**src/rtl/control_programacion_registros_pkg.sv**
```systemverilog
// Shared constants for the register-bank configuration sequencer:
// group codes, field indices, field limits, FSM state encodings and the
// group/field stepping helpers. Limits are plain binary values.
package control_programacion_registros_pkg;

  // Register-group codes driven on funcion_conf (chip-select decoder input)
  localparam logic [1:0] GRP_NINGUNO = 2'b00;
  localparam logic [1:0] GRP_HORA    = 2'b01;
  localparam logic [1:0] GRP_FECHA   = 2'b10;
  localparam logic [1:0] GRP_TIMER   = 2'b11;

  // Field indices within a group; index 3 is never produced
  localparam logic [1:0] CAMPO_SEG_DIA   = 2'd0;
  localparam logic [1:0] CAMPO_MIN_MES   = 2'd1;
  localparam logic [1:0] CAMPO_HORA_JAHR = 2'd2;

  // Inclusive field limits
  localparam int unsigned LIM_CERO     = 32'd0;
  localparam int unsigned LIM_SEG_MAX  = 32'd59;
  localparam int unsigned LIM_MIN_MAX  = 32'd59;
  localparam int unsigned LIM_HORA_MAX = 32'd23;
  localparam int unsigned LIM_DIA_MIN  = 32'd1;
  localparam int unsigned LIM_DIA_MAX  = 32'd31;
  localparam int unsigned LIM_MES_MIN  = 32'd1;
  localparam int unsigned LIM_MES_MAX  = 32'd12;
  localparam int unsigned LIM_JAHR_MAX = 32'd99;

  typedef enum logic [1:0] {
    REPOSO  = 2'b00,
    CARGA   = 2'b01,
    EDITA   = 2'b10,
    ESCRIBE = 2'b11
  } estado_t;

  // Group rotation 01 -> 10 -> 11 -> 01; anything else restarts at hora
  function automatic logic [1:0] siguiente_grupo(input logic [1:0] grupo);
    case (grupo)
      GRP_HORA:  siguiente_grupo = GRP_FECHA;
      GRP_FECHA: siguiente_grupo = GRP_TIMER;
      GRP_TIMER: siguiente_grupo = GRP_HORA;
      default:   siguiente_grupo = GRP_HORA;
    endcase
  endfunction

  // Field rotation forwards 0 -> 1 -> 2 -> 0
  function automatic logic [1:0] siguiente_campo(input logic [1:0] campo);
    case (campo)
      CAMPO_SEG_DIA: siguiente_campo = CAMPO_MIN_MES;
      CAMPO_MIN_MES: siguiente_campo = CAMPO_HORA_JAHR;
      default:       siguiente_campo = CAMPO_SEG_DIA;
    endcase
  endfunction

  // Field rotation backwards 0 -> 2 -> 1 -> 0
  function automatic logic [1:0] anterior_campo(input logic [1:0] campo);
    case (campo)
      CAMPO_SEG_DIA:   anterior_campo = CAMPO_HORA_JAHR;
      CAMPO_HORA_JAHR: anterior_campo = CAMPO_MIN_MES;
      default:         anterior_campo = CAMPO_SEG_DIA;
    endcase
  endfunction

endpackage

```
**src/rtl/control_programacion_registros_limites.sv**
```systemverilog
// limites_campo: combinational lookup of the inclusive [min,max] range of
// the field selected by (funcion_conf, campo_sel).
//   funcion_conf : group code
//   campo_sel    : field index within the group
//   valor_min    : smallest legal value of the field
//   valor_max    : largest legal value of the field
// Unused combinations (group 00, field 3) report [0,0].
module limites_campo
  import control_programacion_registros_pkg::*;
#(
  parameter int ANCHO_DATO = 8
) (
  input  logic [1:0]            funcion_conf,
  input  logic [1:0]            campo_sel,
  output logic [ANCHO_DATO-1:0] valor_min,
  output logic [ANCHO_DATO-1:0] valor_max
);

  // Range table; hora and timer groups share the same time-of-day limits
  always_comb begin
    valor_min = ANCHO_DATO'(LIM_CERO);
    valor_max = ANCHO_DATO'(LIM_CERO);
    case (funcion_conf)
      GRP_HORA, GRP_TIMER: begin
        case (campo_sel)
          CAMPO_SEG_DIA:   valor_max = ANCHO_DATO'(LIM_SEG_MAX);
          CAMPO_MIN_MES:   valor_max = ANCHO_DATO'(LIM_MIN_MAX);
          CAMPO_HORA_JAHR: valor_max = ANCHO_DATO'(LIM_HORA_MAX);
          default:         valor_max = ANCHO_DATO'(LIM_CERO);
        endcase
      end
      GRP_FECHA: begin
        case (campo_sel)
          CAMPO_SEG_DIA: begin
            valor_min = ANCHO_DATO'(LIM_DIA_MIN);
            valor_max = ANCHO_DATO'(LIM_DIA_MAX);
          end
          CAMPO_MIN_MES: begin
            valor_min = ANCHO_DATO'(LIM_MES_MIN);
            valor_max = ANCHO_DATO'(LIM_MES_MAX);
          end
          CAMPO_HORA_JAHR: valor_max = ANCHO_DATO'(LIM_JAHR_MAX);
          default:         valor_max = ANCHO_DATO'(LIM_CERO);
        endcase
      end
      default: begin
        valor_min = ANCHO_DATO'(LIM_CERO);
        valor_max = ANCHO_DATO'(LIM_CERO);
      end
    endcase
  end

endmodule

```
**src/rtl/control_programacion_registros.sv**
```systemverilog
// Configuration sequencer for the clock/date/timer register bank.
// Button pulses select a register group and field, the field value is
// loaded, stepped up/down with wrap inside its range, and written back
// with a one-cycle strobe.
//   clk, reset   : clock, synchronous active-low reset
//   sw_prog      : programming-mode enable (level)
//   btn_*        : debounced one-cycle button pulses
//   dato_actual  : current value of the selected field (external mux)
//   funcion_conf : selected group (00 none, 01 hora, 10 fecha, 11 timer)
//   campo_sel    : selected field within the group
//   dato_conf    : value being edited
//   escribir     : one-cycle write strobe, dato_conf valid alongside
module control_programacion_registros
  import control_programacion_registros_pkg::*;
#(
  parameter int ANCHO_DATO = 8
) (
  input  logic                  clk,
  input  logic                  reset,
  input  logic                  sw_prog,
  input  logic                  btn_modo,
  input  logic                  btn_der,
  input  logic                  btn_izq,
  input  logic                  btn_arriba,
  input  logic                  btn_abajo,
  input  logic [ANCHO_DATO-1:0] dato_actual,
  output logic [1:0]            funcion_conf,
  output logic [1:0]            campo_sel,
  output logic [ANCHO_DATO-1:0] dato_conf,
  output logic                  escribir
);

  localparam logic [ANCHO_DATO-1:0] UNO = ANCHO_DATO'(1);

  estado_t               estado_r;
  logic [1:0]            funcion_r;
  logic [1:0]            campo_r;
  logic [ANCHO_DATO-1:0] dato_r;
  logic                  escribir_r;

  logic [ANCHO_DATO-1:0] lim_min_s;
  logic [ANCHO_DATO-1:0] lim_max_s;
  logic [ANCHO_DATO-1:0] dato_carga_s;
  logic [ANCHO_DATO-1:0] dato_inc_s;
  logic [ANCHO_DATO-1:0] dato_dec_s;

  limites_campo #(
    .ANCHO_DATO (ANCHO_DATO)
  ) u_limites (
    .funcion_conf (funcion_r),
    .campo_sel    (campo_r),
    .valor_min    (lim_min_s),
    .valor_max    (lim_max_s)
  );

  // Loaded value is forced to the field minimum when out of range
  always_comb begin
    dato_carga_s = dato_actual;
    if ((dato_actual < lim_min_s) || (dato_actual > lim_max_s)) begin
      dato_carga_s = lim_min_s;
    end else begin
      dato_carga_s = dato_actual;
    end
  end

  // Wrap-around step; >= / <= keep a stray value from escaping the range
  always_comb begin
    dato_inc_s = dato_r + UNO;
    dato_dec_s = dato_r - UNO;
    if (dato_r >= lim_max_s) begin
      dato_inc_s = lim_min_s;
    end else begin
      dato_inc_s = dato_r + UNO;
    end
    if (dato_r <= lim_min_s) begin
      dato_dec_s = lim_max_s;
    end else begin
      dato_dec_s = dato_r - UNO;
    end
  end

  // Sequencer FSM with all outputs registered
  always_ff @(posedge clk) begin
    if (!reset) begin
      estado_r   <= REPOSO;
      funcion_r  <= GRP_NINGUNO;
      campo_r    <= CAMPO_SEG_DIA;
      dato_r     <= '0;
      escribir_r <= 1'b0;
    end else begin
      case (estado_r)
        REPOSO: begin
          escribir_r <= 1'b0;
          dato_r     <= '0;
          campo_r    <= CAMPO_SEG_DIA;
          if (sw_prog) begin
            funcion_r <= GRP_HORA;
            estado_r  <= CARGA;
          end else begin
            funcion_r <= GRP_NINGUNO;
            estado_r  <= REPOSO;
          end
        end
        CARGA: begin
          escribir_r <= 1'b0;
          dato_r     <= dato_carga_s;
          estado_r   <= EDITA;
        end
        EDITA: begin
          escribir_r <= 1'b0;
          // Only the highest-priority pulse of the cycle takes effect
          if (!sw_prog) begin
            estado_r  <= REPOSO;
            funcion_r <= GRP_NINGUNO;
            campo_r   <= CAMPO_SEG_DIA;
            dato_r    <= '0;
          end else if (btn_modo) begin
            funcion_r <= siguiente_grupo(funcion_r);
            campo_r   <= CAMPO_SEG_DIA;
            estado_r  <= CARGA;
          end else if (btn_der) begin
            campo_r  <= siguiente_campo(campo_r);
            estado_r <= CARGA;
          end else if (btn_izq) begin
            campo_r  <= anterior_campo(campo_r);
            estado_r <= CARGA;
          end else if (btn_arriba ^ btn_abajo) begin
            dato_r     <= btn_arriba ? dato_inc_s : dato_dec_s;
            escribir_r <= 1'b1;
            estado_r   <= ESCRIBE;
          end else begin
            estado_r <= EDITA;
          end
        end
        ESCRIBE: begin
          // Strobe always completes; sw_prog is honoured back in EDITA
          escribir_r <= 1'b0;
          estado_r   <= EDITA;
        end
        default: begin
          estado_r   <= REPOSO;
          funcion_r  <= GRP_NINGUNO;
          campo_r    <= CAMPO_SEG_DIA;
          dato_r     <= '0;
          escribir_r <= 1'b0;
        end
      endcase
    end
  end

  assign funcion_conf = funcion_r;
  assign campo_sel    = campo_r;
  assign dato_conf    = dato_r;
  assign escribir     = escribir_r;

endmodule

```
**config.mk**
```make
export PLATFORM = sky130hd
export DESIGN_NAME = control_programacion_registros
export DESIGN_NICKNAME = d
export VERILOG_FILES = /design/src/rtl/control_programacion_registros_pkg.sv /design/src/rtl/control_programacion_registros_limites.sv /design/src/rtl/control_programacion_registros.sv
export SDC_FILE = /design/constraint.sdc
export NUM_CORES = 1
export LEC_CHECK = 0
export BUFFER_PORTS_ARGS = -buffer_cell sky130_fd_sc_hd__buf_2
export CAP_MARGIN = 20
export CORE_UTILIZATION = 35
export DETAILED_ROUTE_END_ITERATION = 16
export SETUP_SLACK_MARGIN = 0.15
export SLEW_MARGIN = 15
export SYNTH_ARGS = -nofsm -noshare
export SYNTH_HDL_FRONTEND = slang
export SYNTH_SLANG_ARGS = --single-unit
```
**constraint.sdc**
```tcl
create_clock -name clk -period 3.45 [get_ports clk]
set_input_delay 0.5175 -clock clk [delete_from_list [all_inputs] [get_ports clk]]
set_output_delay 0.5175 -clock clk [all_outputs]
set_load 0.1 [all_outputs]
```
After elaboration in Yosys (flattened, before gate mapping)
Cells that the tools add are included. Widths: inputs -> output; s select.

Add/sub/neg operators: 2. Multipliers: 0. Div/mod/pow operators: 0. Magnitude comparators: 4. Eq/ne operators: 14. Shifts and indexed selects: 0. Muxes and demuxes: 39. Bitwise operators: 1. Reduce and logical (&&, ||, !) cells: 12.

Operators with widths (count): $mux 8 (10); $pmux 8 s3 (1); $pmux 7 s3 (1); $mux 2 (10); $pmux 2 s2 (5); $pmux 8 s2 (1); $ne 3x3->1 const B (5); $pmux 6 s2 (1); $eq 2x2->1 const B (5); $add 8x1->8 const B (1); $ge 8x8->1 (1); $gt 8x8->1 (1); $le 8x8->1 (1); $lt 8x8->1 (1); $mux 1 (8); $sub 8x1->8 const B (1); $eq 2x1->1 const B (3); $pmux 2 s3 (1); $reduce_or 2->1 (3); $ne 5x5->1 const B (1); $reduce_and 5->1 (1); $logic_not 2->1 (2); $reduce_and 2->1 (2); $reduce_bool 3->1 (1); other kinds (5) (5).

Register bits after elaboration: 15. Bits in latches: 0. Bits in writable memories: 0. Bits in read-only memories: 0. Bits of input ports: 16. Output and inout bits: 13. Word-level logic and storage cells: 77. Memories kept: 0.

Depth between registers and ports, before layout
Gate-level depths: netlist of the first run.

Word-level depth: 13. Gate-level depth with buffers: 13.

Hierarchy
From an unflattened synthesis of the first run, not the netlist that was laid out.

Cells, all modules: 280. Area, all modules: 2215.9 um2.

Modules (own cells, without submodules): control_programacion_registros (instances 1, cells each 258, area an instance 2059.5 um2, seq. area each 300.3 um2); limites_campo (instances 1, cells each 22, area an instance 156.4 um2, seq. area each 0.0 um2).

Worst setup path before layout of the first run
No wires, ideal clock.

Path type: flip-flop to flip-flop. Start point: reg funcion_r[0] (netlist: funcion_conf[0]). End point: reg dato_r[0] (netlist: dato_conf[0]). Library setup time: 0.122 ns. Data arrival time: 3.501 ns. Data required time: 3.328 ns. Slack: -0.173 ns. Cell stages (with the launch flop): 14. Path buffers: 0. Period minus slack after synthesis: 3.623 ns. Cells stage by stage: dfxtp_1 > inv_1 > ha_1 > nor3_1 > o21ai_0 > nand2b_1 > inv_1 > ha_1 > nand2b_1 > a211o_1 > a21oi_1 > mux2i_1 > a211oi_2 > a221o_1.

Word-level cells in the longest chain between the ends: 12.

RTL lines: start, declared (line control_programacion_registros.sv:36) `logic [1:0] funcion_r;`; start signal, assigned (line control_programacion_registros.sv:118) `funcion_r <= siguiente_grupo(funcion_r);`; $eq 2x1->1 / $eq 2x2->1 (equally long branches) (line control_programacion_registros_limites.sv:23) `case (funcion_conf)`; $reduce_or 2->1 (line control_programacion_registros_limites.sv:23); $pmux 8 s2 (line control_programacion_registros_limites.sv:23); $ge 8x8->1 (line control_programacion_registros.sv:70) `if (dato_r >= lim_max_s) begin`; $mux 8 (line control_programacion_registros.sv:70); $mux 8 (line control_programacion_registros.sv:128) `dato_r <= btn_arriba ? dato_inc_s : dato_dec_s;`; $mux 8 (line control_programacion_registros.sv:127) `end else if (btn_arriba ^ btn_abajo) begin`; $mux 8 (line control_programacion_registros.sv:124) `end else if (btn_izq) begin`; $mux 8 (line control_programacion_registros.sv:121) `end else if (btn_der) begin`; $mux 8 (line control_programacion_registros.sv:117) `end else if (btn_modo) begin`; $mux 8 (line control_programacion_registros.sv:112) `if (!sw_prog) begin`; $pmux 8 s3 * (line control_programacion_registros.sv:91) `case (estado_r)`; end signal, assigned (line control_programacion_registros.sv:106) `dato_r <= dato_carga_s;`; end signal, assigned (line control_programacion_registros.sv:128); end, declared (line control_programacion_registros.sv:38) `logic [ANCHO_DATO-1:0] dato_r;`.

Mark *: on every way between the ends. The rest lies on a longest branch, timed or not. The select of a mux whose other input is x is not followed. A chain may end at the register's enable or synchronous reset.

Worst setup path after layout of the first run
Ends and elaborated chain as after synthesis.

==> summary.txt, run 1 <==
Run status
  • Status: completed

Synth
  • Yosys top cell by area: ha_1
  • Mapped Cells: 223
  • Sequential share of the synthesized area: 0.1752
  • Yosys warning count: 0
  • Largest cells by area after synthesis: ha_1 (20%), dfxtp_1 (18%), a21oi_1 (5.3%)
  • Count of different cell masters after synthesis: 52
  • Mapped Area: 1714 µm²
  • Top_reg_cell synth: dfxtp_1
  • Syn Area/Cell: 7.687 µm²
  • EDFF count, synth: 0
  • FFs w/ async S/R, synth: 0
  • Synth top area share: 0.1971
  • Synth top cells by count: ha_1 (27), nand2_1 (21), nor2_1 (20), a21oi_1 (18), dfxtp_1 (15)
  • Count leader, synth: ha_1
  • Synth Net Count: 266
  • Synth Register Bits: 15

Global route
  • First-pass GRT wire length: 7.624 mm
  • Grt ovf: 0
  • Largest net degree at the start of global routing: 13
  • Initial antenna violation count: 0
  • Total GRT Usage: 0.1910
  • Vias in the first global route: 1,547

Critical path
  • CP max FO: 6
  • FF-to-FF End: dato_conf[0]$_SDFFE_PN0P_
  • Critical path required time: 3.61 ns
  • CP Class: flop to flop
  • WP data arrival: 3.15 ns
  • R2R cell count: 13
  • CP startpoint kind: flop
  • Worst setup EP type: flop
  • Minimum setup slack among reg-to-reg paths: 0.46 ns
  • R2r startpoint: funcion_conf[0]$_SDFFE_PN0P_

Run
  • Max-Cap Viols: 0

Finish
  • Core Util, Final: 0.4193
  • Area Overhead vs Synth: 15.55%
  • Area occupied by multi-input gates: 1329 µm²
  • Fill cells: 487
  • # diodes: 0
  • Fin nets: 295
  • Register Area: 304.0 µm²
  • Layout cell share with drive strength beyond 1: 0.1912

Drt
  • Total vias in the final route: 1,709
  • First drt pass iteration count: 4
  • Avg WL per Cell: 14.26 µm
  • DR DRC count: 0
  • Number of antenna-violating nets in the routed design: 0
  • Initial drt markers: 105
  • Total wire length: 4.534 mm
  • Vias/cell: 5.374

STA
  • Final period util: 0.8659
  • Fin. max-slew vios: 0
  • Tightest Pin Transition: 0.5560 ns
  • Maximum clock frequency: 334.8 MHz
  • Max-slew headroom: 0.6265
  • RSZ-0062 raised after global routing: no
  • Min cycle time layout: 2.987 ns
  • Hold Fails Final Rpt: 0
  • Final setup violation count: 0
  • Clock skew: 0.01117 ns
  • Setup TNS: 0 ns

Power and ir drop
  • VDD IR max: 0.1875 mV
  • Seq pwr share: 0.414
  • Combinational group share of total power: 0.222
  • Int Pwr: 294.1 µW
  • Switching power: 136.1 µW
  • Leak: 0.0009284 µW
  • Switch share: 0.3163
  • Pwr dens: 217.2 nW/µm²
  • Clock share of power: 0.364

Clock network
  • Number of clock sinks: 15
  • CTS Root Cell: clkbuf_8
  • Latest clock arrival within the worst-skew pair: 0.27 ns
  • Worst-path clk slew: 0.08 ns
  • # hold bufs at CTS: 0
  • TritonCTS clock tree: built
  • Max Root-Sink Buffers: 2
  • TritonCTS buffer count: 3
  • H-tree levels: 1

Floorplan
  • Die height: 71.98 µm
  • Die area: 5181 µm²
  • Io pins: 29
  • Initial cell density of the core: 0.3629
  • Die W: 71.98 µm
  • Row count: 25
  • Core area: 4723 µm²

Worst hold path
  • Hold-critical path depth: 2
  • Hold EP: funcion_conf[1]$_SDFFE_PN0P_
  • Hold/Removal Path Class: flop to flop
  • Hold_sp: funcion_conf[1]$_SDFFE_PN0P_

Placement
  • Port Buf Inserts: 28
  • GPL Wtd Cong: 0.8574
  • Final HPWL DP: 3.591 mm
## worst max-delay path by stage
stage | slack [ns] | start | cells after the start | end
3_3_place_gp | 0.28 | funcion_conf[0]$_SDFFE_PN0P_ | 13 | dato_conf[7]$_SDFFE_PN0P_
3_5_place_dp | 0.22 | funcion_conf[0]$_SDFFE_PN0P_ | 13 | dato_conf[7]$_SDFFE_PN0P_
2_1_floorplan | 0.20 | funcion_conf[0]$_SDFFE_PN0P_ | 13 | dato_conf[0]$_SDFFE_PN0P_
5_1_grt | 0.21 | funcion_conf[0]$_SDFFE_PN0P_ | 13 | dato_conf[0]$_SDFFE_PN0P_
6_report | 0.46 | funcion_conf[0]$_SDFFE_PN0P_ | 13 | dato_conf[0]$_SDFFE_PN0P_
4_1_cts | 0.19 | funcion_conf[0]$_SDFFE_PN0P_ | 13 | dato_conf[7]$_SDFFE_PN0P_
## power groups by stage
stage	Combinational (µW)	Sequential, µW	Clock (µW)
after floorplan	54.8	190	0
after global placement	91.3	182	0
after detailed placement	91.6	182	0
after CTS	92.1	178	163
after global routing	107	179	176
final	95.4	178	157
## layout by cell type, fill, tap and decap left out, types with 3 or more instances in the layout
cell type / count
buf_2: 28
ha_1: 27
nand2_1: 21
nor2_1: 20
a21oi_1: 17
inv_1: 14
dfxtp_1: 12
nor3_1: 11
o21ai_0: 9
nand3_1: 8
nor2b_1: 5
a221o_1: 5
or3_1: 4
xor2_1: 4
nand4_1: 4
nand2b_1: 3
and2_1: 3
o211ai_1: 3
mux2i_1: 3
xnor2_1: 3
dfxtp_2: 3
clkbuf_8: 3
buf_4: 3
## critical path: stages, from the launching register on
cell      delay [ns]
dfxtp_2         0.38
inv_1           0.07
ha_1            0.24
nor3_1          0.22
o21ai_0         0.13
nand2b_1        0.15
inv_1           0.07
ha_1            0.26
nand2b_1        0.13
a211o_1         0.34
a21oi_4         0.24
mux2i_1         0.29
a211oi_2        0.10
a221o_1         0.26
## stage by stage
step	cell area, µm²	power [µW]	setup slack [ns]	hold WS (ns)	std cells
detailed placement	1914	273.9	0.2245	0.4912	314
CTS	1963	433.0	0.1918	0.5024	318
global route	1981	461.3	0.2138	0.5193	318
finish	1981	430.2	0.4628	0.4974	318
global placement	1914	273.4	0.2774	0.4937	314
floorplan	1718	244.3	0.2014	0.6336	223
## final cells by class
class | instances | share of cell area
clock buffer | 3 | 0.02085
clock inverter | 1 | 0.003790
inverter | 14 | 0.02653
multi-input combinational | 187 | 0.6709
sequential | 15 | 0.1535
tap | 67 | 0.04232
timing repair buffer | 31 | 0.08212
## layer usage
metal  share of wire  track usage  wire [µm]  up-vias
li1                -            -          -      865
met1            0.47       0.2555       2133      774
met2            0.46       0.2987       2064       63
met3           0.057      0.03750        258        7
met4           0.017      0.08279         78        0
met5               0            0          0        -
## what timing repair did
item,4_1_cts,5_1_grt
resized for setup,0,3
endpoints found under the hold margin,0,0
setup buffers,0,0
setup endpoints to repair,0,5
## registers in the layout, indices dropped and copies added (netlist names)
signal,flops
funcion_conf,2
campo_sel,2
escribir,1
dato_conf,8
estado_r,2
## cell families (layout without fill, tap and decap cells)
group	after synthesis	count (layout)	share of synthesized area
AND/OR/NAND/NOR	93	93	0.2869
AO/OA/AOI/OAI	56	56	0.2212
adder cells (fa/ha/maj)	27	27	0.1971
buffers and inverters	21	49	0.05985
flip-flops	15	15	0.1752
XOR/XNOR	7	7	0.03577
multiplexers	4	4	0.02409
Power figures use the tool's default switching activity.
==> run 2, diff against run 1 <==
--- a/config.mk
+++ b/config.mk
@@ -8,9 +8,11 @@
 export BUFFER_PORTS_ARGS = -buffer_cell sky130_fd_sc_hd__buf_2
 export CAP_MARGIN = 20
 export CORE_UTILIZATION = 35
+export CTS_CLUSTER_DIAMETER = 40
 export DETAILED_ROUTE_END_ITERATION = 16
 export SETUP_SLACK_MARGIN = 0.15
 export SLEW_MARGIN = 15
 export SYNTH_ARGS = -nofsm -noshare
 export SYNTH_HDL_FRONTEND = slang
+export SYNTH_HIERARCHICAL = 1
 export SYNTH_SLANG_ARGS = --single-unit
==> summary.txt, run 2 <==
Power and ir drop
  • VDD IR max: 0.1564 mV (-17%)
  • Leak: 0.001066 µW (+15%)
  • Pwr dens: 210.3 nW/µm² (-3.2%)

Floorplan
  • Core area: 6026 µm² (+28%)
  • Io pins: 29 (unchanged)
  • Die W: 81.57 µm (+13%)
  • Die area: 6654 µm² (+28%)
  • Initial cell density of the core: 0.3677 (+0.004819)
  • Row count: 28 (+12%)
  • Die height: 81.57 µm (+13%)

STA
  • Min cycle time layout: 2.835 ns (-0.1519 ns)
  • Max-slew headroom: 0.5001 (-0.1264)
  • Hold Fails Final Rpt: 0 (unchanged)
  • Setup TNS: 0 ns (unchanged)
  • Clock skew: 0.001923 ns (-0.009244 ns)
  • Tightest Pin Transition: 0.7483 ns (+0.1923 ns)
  • Fin. max-slew vios: 0 (unchanged)
  • Hold WS: 0.5569 ns (+0.05951 ns)
  • Final setup violation count: 0 (unchanged)
  • Maximum clock frequency: 352.7 MHz (+5.4%)
  • RSZ-0062 raised after global routing: no
  • Final period util: 0.8218 (-0.04403)

Synth
  • Synth top area share: 0.2202 (+0.02313)
  • Syn Area/Cell: 7.914 µm² (+3.0%)
  • Count of different cell masters after synthesis: 58 (+12%)
  • Synth top cells by count: ha_1 (39), inv_1 (28), nand2_1 (28), a21oi_1 (16), nor2_1 (16)
  • Sequential share of the synthesized area: 0.1355 (-0.03967)
  • Yosys top cell by area: ha_1
  • Largest cells by area after synthesis: ha_1 (22%), dfxtp_1 (14%), mux2i_1 (5.9%)
  • Mapped Area: 2216 µm² (+29%)
  • Mapped Cells: 280 (+26%)
  • FFs w/ async S/R, synth: 0 (unchanged)
  • EDFF count, synth: 0 (unchanged)
  • Yosys warning count: 6 (+6)
  • Top_reg_cell synth: dfxtp_1
  • Count leader, synth: ha_1
  • Synth Register Bits: 15 (unchanged)

Global route
  • First-pass GRT wire length: 9.404 mm (+23%)
  • Met3 usage: 0.02333 (-0.01417)
  • Vias in the first global route: 1,897 (+23%)
  • Largest net degree at the start of global routing: 17 (+4)
  • Initial antenna violation count: 0 (unchanged)
  • Grt ovf: 0 (unchanged)
  • Global-route met1 utilization: 0.2567 (+0.001249)
  • Total GRT Usage: 0.1880 (-0.003000)
  • Gr busiest metal: met2
  • Grt met2 use: 0.3025 (+0.003758)

Drt
  • First drt pass iteration count: 4 (unchanged)
  • Initial drt markers: 145 (+38%)
  • DR DRC count: 0 (unchanged)
  • Avg WL per Cell: 15.68 µm (+10%)
  • Vias/cell: 5.499 (+2.3%)
  • Number of antenna-violating nets in the routed design: 0 (unchanged)
  • Total wire length: 5.942 mm (+31%)
  • Total vias in the final route: 2,084 (+22%)

Placement
  • Final HPWL DP: 4.698 mm (+31%)
  • GPL Wtd Cong: 0.8596 (+0.26%)
  • Port Buf Inserts: 28 (unchanged)

Clock network
  • Post-CTS Setup Repair Bufs: 0 (unchanged)
  • Number of clock sinks: 15 (unchanged)
  • CTS resizes: 0 (unchanged)
  • # hold bufs at CTS: 0 (unchanged)
  • CTS Root Cell: clkbuf_8
  • H-tree levels: 1 (unchanged)
  • Worst-path clk slew: 0.07 ns (about the same)
  • TritonCTS clock tree: built
  • Latest clock arrival within the worst-skew pair: 0.25 ns (-0.02 ns)
  • TritonCTS buffer count: 3 (unchanged)
  • Max Root-Sink Buffers: 2 (unchanged)

Critical path
  • CP startpoint kind: flop
  • Critical path required time: 3.62 ns (about the same)
  • Crit path max-delay cell type: dfxtp_1
  • Most used cell, CP: a211oi_1
  • CP Class: flop to flop
  • CP max FO: 16 (+10)
  • Largest stage delay, worst path: 0.43 ns (+0.05 ns)
  • WP data arrival: 3.01 ns (-0.14 ns)
  • Worst setup EP type: flop
  • Cell Chain, Critical Path: nor3b_2 > a31o_2 > inv_1 > ha_1 > a211oi_1 > o21ai_1 > a41oi_2 > buf_4 > nor2_1 > a211oi_1 > a21oi_1 > o221ai_1

Finish
  • Core Util, Final: 0.4030 (-0.01631)
  • Commonest non-fill, non-tap cell in the layout: ha_1
  • Fill cells: 653 (+34%)
  • Commonest non-fill, non-tap cells in the layout: ha_1 (39), inv_1 (28), nand2_1 (28), buf_2 (28)
  • Layout cell share with drive strength beyond 1: 0.1579 (-0.03334)
  • Area Overhead vs Synth: 9.599%
  • Fin nets: 360 (+22%)
  • Max reg flops: 8 (unchanged)
  • # diodes: 0 (unchanged)

Run
  • Max-Cap Viols: 0 (unchanged)

Worst hold path
  • Hold/Removal Path Class: flop to flop

Run status
  • Status: completed
-- run 2: changes by cell type after synthesis, sizes merged, moves of 4 or more --
cell	delta
inv	+14
ha	+12
mux2i	+10
buf	+8
nand2	+7
a32oi	+6
nor3	-5
xnor2	+5
a211oi	+4
a221o	-4
and3	+4
-- run 2: per-stage QoR --
step | power [µW] | instances | area, µm² | worst slack [ns]
floorplan | 320.3 | 287 | 2242 | 0.2482
global placement | 356.1 | 375 | 2384 | 0.6998
detailed placement | 358.3 | 375 | 2384 | 0.6103
CTS | 512.8 | 379 | 2429 | 0.5900
global route | 548.1 | 379 | 2429 | 0.3527
finish | 510.6 | 379 | 2429 | 0.6147
-- run 2: cell type report --
| cell class | count | area (µm²) | share of cell area |
|---|---|---|---|
| inverters | 28 | 105.1 | 0.04328 |
| flip-flops and latches | 15 | 300.3 | 0.1236 |
| multi-input cells | 226 | 1722 | 0.7089 |
| well taps | 75 | 93.84 | 0.03864 |
| clock buffers | 4 | 45.04 | 0.01855 |
| repair buffers | 31 | 162.7 | 0.06698 |
-- run 2: final timing paths --
path,slack (ns),endpoint,from,cells after the start
hold / removal,0.56,funcion_conf[1]$_SDFFE_PN0P_,funcion_conf[1]$_SDFFE_PN0P_,2
setup reg to reg,0.61,dato_conf[5]$_SDFFE_PN0P_,campo_sel[1]$_SDFFE_PN0P_,12
hold reg to reg,0.56,funcion_conf[1]$_SDFFE_PN0P_,funcion_conf[1]$_SDFFE_PN0P_,2
setup / recovery,0.61,dato_conf[5]$_SDFFE_PN0P_,campo_sel[1]$_SDFFE_PN0P_,12
-- run 2: worst max-delay path, delay by kind of cell, from the launching register on --
kind,cells,cell delay [ns]
compound gates,7,1.24
flops,1,0.43
fa+ha+maj,1,0.29
buf+inv,2,0.31
simple gates,2,0.50
-- run 2: power by group --
group / switching, µW / internal, µW / leakage (µW) / total [µW]
Sequential: 5.78 / 176 / 0.000121 / 182
Clock: 70.4 / 82.1 / 0.0000228 / 152
Combinational: 109 / 67.8 / 0.000921 / 176
-- run 2: cell families after synthesis --
kind of cell	Yosys count	synth area share
AO/OA/AOI/OAI	66	0.2191
multiplexers	15	0.07058
other	1	0.001692
XOR/XNOR	13	0.05138
buffers and inverters	46	0.09937
flip-flops	15	0.1355
AND/OR/NAND/NOR	85	0.2022
adder cells (fa/ha/maj)	39	0.2202
-- run 2: routing by layer --
layer,share of wire,vias to the layer above
met1,0.49,977
met2,0.45,49
met4,0.017,0
met5,0,-
li1,-,1049
met3,0.041,9
